`src/rtl/median_filter_frame_ctrl_pkg.sv`:
```
// Shared types and constants for the median filter frame controller.
// Error-cause indices select bits of the geometry checker's error vector.
package median_filter_frame_ctrl_pkg;

  typedef enum logic {
    WAIT_SOF = 1'b0,
    IN_FRAME = 1'b1
  } mf_frame_state_t;

  localparam int ERR_SHORT_LINE = 0;
  localparam int ERR_LONG_LINE  = 1;
  localparam int ERR_EARLY_SOF  = 2;
  localparam int ERR_W          = 3;

endpackage

```
`src/rtl/median_filter_frame_geom_chk.sv`:
```
// Frame geometry checker: tracks x/y position on accepted beats and flags
// short lines, long lines and start-of-frame markers arriving mid-frame.
// Counters saturate rather than wrap so a runaway line cannot alias back
// to a valid position.
module median_filter_frame_geom_chk #(
  parameter int FRAME_RES_X = 1920,
  parameter int FRAME_RES_Y = 1080
) (
  input  logic clk_i,
  input  logic rst_i,
  input  logic hs_i,
  input  logic sof_i,
  input  logic eol_i,
  output logic frame_done_o,
  output logic frame_err_o
);
  import median_filter_frame_ctrl_pkg::*;

  localparam int XW = $clog2(FRAME_RES_X + 1);
  localparam int YW = $clog2(FRAME_RES_Y + 1);
  localparam logic [XW-1:0] X_LAST = XW'(FRAME_RES_X - 1);
  localparam logic [XW-1:0] X_MAX  = '1;
  localparam logic [YW-1:0] Y_LAST = YW'(FRAME_RES_Y - 1);
  localparam logic [YW-1:0] Y_MAX  = '1;

  mf_frame_state_t state, state_nxt;
  logic [XW-1:0]   x_cnt, x_base, x_nxt;
  logic [YW-1:0]   y_cnt, y_base, y_nxt;
  logic [ERR_W-1:0] err_vec;
  logic            done_nxt;
  logic            track;

  // Next position and error causes for the beat currently offered.
  // A SOF always restarts the frame from position 0, whatever the state.
  always_comb begin
    x_base    = x_cnt;
    y_base    = y_cnt;
    x_nxt     = x_cnt;
    y_nxt     = y_cnt;
    state_nxt = state;
    done_nxt  = 1'b0;
    track     = 1'b0;
    err_vec   = '0;
    if (sof_i) begin
      x_base                 = '0;
      y_base                 = '0;
      track                  = 1'b1;
      err_vec[ERR_EARLY_SOF] = (state == IN_FRAME);
    end else if (state == IN_FRAME) begin
      track = 1'b1;
    end
    if (track) begin
      if (eol_i) begin
        err_vec[ERR_SHORT_LINE] = (x_base < X_LAST);
        err_vec[ERR_LONG_LINE]  = (x_base > X_LAST);
        x_nxt = '0;
        if (y_base == Y_LAST) begin
          y_nxt     = '0;
          state_nxt = WAIT_SOF;
          done_nxt  = 1'b1;
        end else begin
          y_nxt     = (y_base == Y_MAX) ? y_base : y_base + 1'b1;
          state_nxt = IN_FRAME;
        end
      end else begin
        err_vec[ERR_LONG_LINE] = (x_base == X_LAST);
        x_nxt     = (x_base == X_MAX) ? x_base : x_base + 1'b1;
        y_nxt     = y_base;
        state_nxt = IN_FRAME;
      end
    end
  end

  // FSM and counters advance only on accepted beats; pulses are registered.
  always_ff @(posedge clk_i or posedge rst_i) begin
    if (rst_i) begin
      state        <= WAIT_SOF;
      x_cnt        <= '0;
      y_cnt        <= '0;
      frame_err_o  <= 1'b0;
      frame_done_o <= 1'b0;
    end else begin
      frame_err_o  <= hs_i && (|err_vec);
      frame_done_o <= hs_i && done_nxt;
      if (hs_i) begin
        state <= state_nxt;
        x_cnt <= x_nxt;
        y_cnt <= y_nxt;
      end
    end
  end

endmodule

```
`src/rtl/median_filter_frame_ctrl.sv`:
```
// In-line frame controller ahead of the median filter datapath.
// Single-stage register slice; the requested filter enable is applied only
// when a SOF beat is loaded, so a frame is never partly filtered.
// Optional build macro MEDIAN_FILTER_FRAME_STAT_EN adds frame and error
// counters (frame_cnt_o, err_cnt_o).
module median_filter_frame_ctrl #(
  parameter int TDATA_WIDTH = 16,
  parameter int FRAME_RES_X = 1920,
  parameter int FRAME_RES_Y = 1080
) (
  input  logic                   clk_i,
  input  logic                   rst_i,
  input  logic                   video_i_tvalid,
  output logic                   video_i_tready,
  input  logic [TDATA_WIDTH-1:0] video_i_tdata,
  input  logic                   video_i_tuser,
  input  logic                   video_i_tlast,
  output logic                   video_o_tvalid,
  input  logic                   video_o_tready,
  output logic [TDATA_WIDTH-1:0] video_o_tdata,
  output logic                   video_o_tuser,
  output logic                   video_o_tlast,
  input  logic                   mf_ctrl_i_en,
  output logic                   mf_ctrl_o_en,
  output logic                   pending_o,
  output logic                   frame_err_o
`ifdef MEDIAN_FILTER_FRAME_STAT_EN
  ,
  output logic [31:0]            frame_cnt_o,
  output logic [15:0]            err_cnt_o
`endif
);
  import median_filter_frame_ctrl_pkg::*;

  logic out_valid;
  logic in_hs;
  logic en_app;
  logic frame_done_unused;

  assign video_i_tready = !out_valid || video_o_tready;
  assign in_hs          = video_i_tvalid && video_i_tready;
  assign video_o_tvalid = out_valid;
  assign mf_ctrl_o_en   = en_app;
  assign pending_o      = mf_ctrl_i_en ^ en_app;

  // Register slice plus enable capture on the edge that loads a SOF beat.
  always_ff @(posedge clk_i or posedge rst_i) begin
    if (rst_i) begin
      out_valid     <= 1'b0;
      video_o_tdata <= '0;
      video_o_tuser <= 1'b0;
      video_o_tlast <= 1'b0;
      en_app        <= 1'b1;
    end else if (in_hs) begin
      out_valid     <= 1'b1;
      video_o_tdata <= video_i_tdata;
      video_o_tuser <= video_i_tuser;
      video_o_tlast <= video_i_tlast;
      if (video_i_tuser) begin
        en_app <= mf_ctrl_i_en;
      end
    end else if (video_o_tready) begin
      out_valid <= 1'b0;
    end
  end

  median_filter_frame_geom_chk #(
    .FRAME_RES_X(FRAME_RES_X),
    .FRAME_RES_Y(FRAME_RES_Y)
  ) u_geom_chk (
    .clk_i       (clk_i),
    .rst_i       (rst_i),
    .hs_i        (in_hs),
    .sof_i       (video_i_tuser),
    .eol_i       (video_i_tlast),
    .frame_done_o(frame_done_unused),
    .frame_err_o (frame_err_o)
  );

`ifdef MEDIAN_FILTER_FRAME_STAT_EN
  // Frame counter wraps; error counter sticks at all-ones.
  always_ff @(posedge clk_i or posedge rst_i) begin
    if (rst_i) begin
      frame_cnt_o <= '0;
      err_cnt_o   <= '0;
    end else begin
      if (in_hs && video_i_tuser) begin
        frame_cnt_o <= frame_cnt_o + 32'd1;
      end
      if (frame_err_o && (err_cnt_o != 16'hFFFF)) begin
        err_cnt_o <= err_cnt_o + 16'd1;
      end
    end
  end
`endif

endmodule

```
`config.mk`:
```
export PLATFORM = sky130hd
export DESIGN_NAME = median_filter_frame_ctrl
export DESIGN_NICKNAME = d
export VERILOG_FILES = /design/src/rtl/median_filter_frame_ctrl_pkg.sv /design/src/rtl/median_filter_frame_geom_chk.sv /design/src/rtl/median_filter_frame_ctrl.sv
export SDC_FILE = /design/constraint.sdc
export NUM_CORES = 1
export LEC_CHECK = 0
export CAP_MARGIN = 5
export CORE_MARGIN = 1
export CORE_UTILIZATION = 35
export CTS_CLUSTER_DIAMETER = 80
export CTS_CLUSTER_SIZE = 24
export DETAILED_ROUTE_END_ITERATION = 6
export PLACE_DENSITY_LB_ADDON = 0.25
export SETUP_SLACK_MARGIN = 0.15
export SYNTH_ARGS = -nofsm -noshare
export SYNTH_HDL_FRONTEND = slang
export SYNTH_SLANG_ARGS = --single-unit
```
`constraint.sdc`:
```
create_clock -name clk_i -period 4.94 [get_ports clk_i]
set_input_delay 0.988 -clock clk_i [delete_from_list [all_inputs] [get_ports clk_i]]
set_output_delay 0.988 -clock clk_i [all_outputs]
set_load 0.005 [all_outputs]
```
==> out/metrics.cfg <==
[clock_network]
cts_tree=yes
insertion_delay_ps=300
cts-root-buf=clkbuf_8
cts_hold_buf=0
clk_pin_slew_ps=80
cts.sinks=44
cts_resized=0
clockBufferDepth=2
cts_made_buffers=5
cts_max_level=2
cts_setup_buffers=0

[floorplan]
io_pins=46
core_area_sq_mm=0.00683
dieArea_sq_mm=0.00742
die_y_microns=86.2
fp-row-count=30
die_w_microns=86.2
initial_core_util_pct=36.3

[timing]
final-max-slew-violation-count=0
finalCriticalPeriod_ps=3260
skew_ps=8.61
tightest_slew_ps=940
rsz0062_at_grt=false
tns_ps=0
setup-violations-final=0
finalHoldViolCount=0
slew_headroom_pct=37.2
period_share_pct=66.1
fmax_mhz=306

[detailed_routing]
drc=0
ant_nets=0
wl_per_cell_microns=15.1
via_per_inst=5.45
drt-total-wl_microns=5930
drt-initial-drc-count=242
dr.pass1.iters=4
num_vias=2141

[job]
cap_violations=0

[global_routing]
grtUsageMet3_pct=5.68
gr-usage-all-layers_pct=17.5
gr-usage-met2_pct=26.0
antenna_found_initial=0
grt.overflow.total=0
grt_max_degree=45
grt_pass1_wl_microns=10200
gr-usage-met1_pct=24.5
grt_pass1_vias=2161
grt-busiest-layer=met2

[hold_path]
hold-path-cell-count=1
min_path_type=flop to flop

[logic_synthesis]
synth_edf_count=0
synth_top_area_share_pct=43.4
synth_most_common_cell=dfrtp_1
yosysTopAreaCell=dfrtp_1
synthArstFlopShare_pct=100
syn-cell-area_sq_mm=0.00248
avgSynthCellArea_sq_um=9.88
yosys_most_used_dff=dfrtp_1
ys_warn_count=0
ys_ff_latch=44
syn_inst=251
ys_types=58
ys_seq_area_share_pct=44.5
synth_common_cells=dfrtp_1, nand2_1, mux2_2
netlist_top_cells_area=dfrtp_1, mux2_2, nand2_1
synth_fp_nets=276

[critical_path]
start_kind=input pin
ff2ff_path_depth=6
r2r_slack_ps=2880
required_ps=3950
critPathKind=input pin to primary output
end_kind=primary output
cp.arrival_ps=2280
crit_fanout=7

[power_and_ir_drop]
vdd_drop_max_v=0.000193
power_density_mw_per_mm2=300
p_leak_nw=1.25

[finish]
fillers=669
finalNetCount=321
drive_gt1_share_pct=13.1
areaGrowthSynthToFinish_pct=26.8
antenna_cells=0
finish.utilization_pct=46.0

[run_status]
status=completed

[placed_design]
gp_congestion=0.869
dp_hpwl_microns=4120
place.port_buffers=45

power by group:
group | leakage [nW] | switching, W | total, W | internal [W]
logic | 0.649 | 0.0000867 | 0.000207 | 0.000120
clock network | 0.0583 | 0.000135 | 0.000287 | 0.000153
registers | 0.546 | 0.0000412 | 0.000447 | 0.000406
total | 1.25 | 0.000262 | 0.000941 | 0.000679
final cells by class:
cell class	instances	area [sq um]	area share (%)
multi-input cells	179	1260	40.2
flip-flops and latches	44	1100	35.1
repair buffers	48	473	15.1
well taps	96	120	3.82
clock buffers	5	68.8	2.19
inverters	18	67.6	2.15
clock inverters	3	47.5	1.51
per-stage QoR:
stage	total power [W]	setup slack [ps]	hold WS, ps	instance area (sq um)	instances
after floorplan	0.000559	2180	470	2480	251
after global placement	0.000660	1610	462	3030	385
after detailed placement	0.000662	1550	491	3030	385
after CTS	0.000955	1680	513	3140	393
after global routing	0.000997	1590	531	3140	393
final	0.000941	1680	507	3140	393
cells in the final DEF (no fill, tap or decap), types with 3 or more instances in the layout:
master	synthesis	final
nor3_1	7	7
or2_1	3	3
o21ai_0	12	12
nand3_1	10	10
mux2_2	17	17
or4_1	5	5
nor4_1	9	9
o31ai_1	3	3
dfrtp_1	43	43
clkbuf_8	0	5
inv_2	2	3
inv_1	16	15
nand4b_1	3	3
clkdlybuf4s50_1	0	45
o221ai_1	3	3
or3_1	5	5
a21oi_1	8	8
and2_1	3	3
o2bb2ai_1	3	3
nand2_1	21	21
nor2b_1	4	4
nand4_1	5	5
nor2_1	9	9
buf_4	1	3
and4b_1	4	4
o211ai_1	5	5
sequential cells by signal (all words and copies together), names as in the netlist:
name	flops
video_o_tdata	16
u_geom_chk.x_cnt	11
u_geom_chk.y_cnt	11
mf_ctrl_o_en	1
u_geom_chk.frame_err_o	1
u_geom_chk.state	1
video_o_tlast	1
video_o_tuser	1
video_o_tvalid	1
final timing paths:
check / startpoint / to
min in group asynchronous: rst_i / video_o_tdata[2]$_DFFE_PP0P_
worst min register to register: video_o_tdata[13]$_DFFE_PP0P_ / video_o_tdata[13]$_DFFE_PP0P_
worst min-delay path: video_o_tdata[13]$_DFFE_PP0P_ / video_o_tdata[13]$_DFFE_PP0P_
worst max register to register: video_o_tvalid$_DFFE_PP0P_ / u_geom_chk.x_cnt[3]$_DFFE_PP0P_
worst max-delay path: video_o_tready / video_i_tready
max in group asynchronous: rst_i / u_geom_chk.y_cnt[1]$_DFFE_PP0P_
kinds of logic (layout without fill, tap and decap cells):
group           after synthesis  after routing  share of synthesized area (%)
compound gates               56             56                           16.0
simple gates                 99             99                           24.2
mux                          21             21                           9.44
buf+inv                      28             74                           4.59
fa+ha+maj                     2              2                           1.01
xor+xnor                      1              1                          0.353
flops                        44             44                           44.5
critical path, cell delays in order:
cell,delay (ps)
clkdlybuf4s50_1,400
nor2b_1,270
inv_2,150
clkdlybuf4s50_1,470
layer usage:
metal	vias up	part of all wire, %
li1	1039	-
met1	1026	48
met2	71	43
met3	5	7.9
met4	0	0.67
met5	-	0
(Power assumes the default switching activity.)
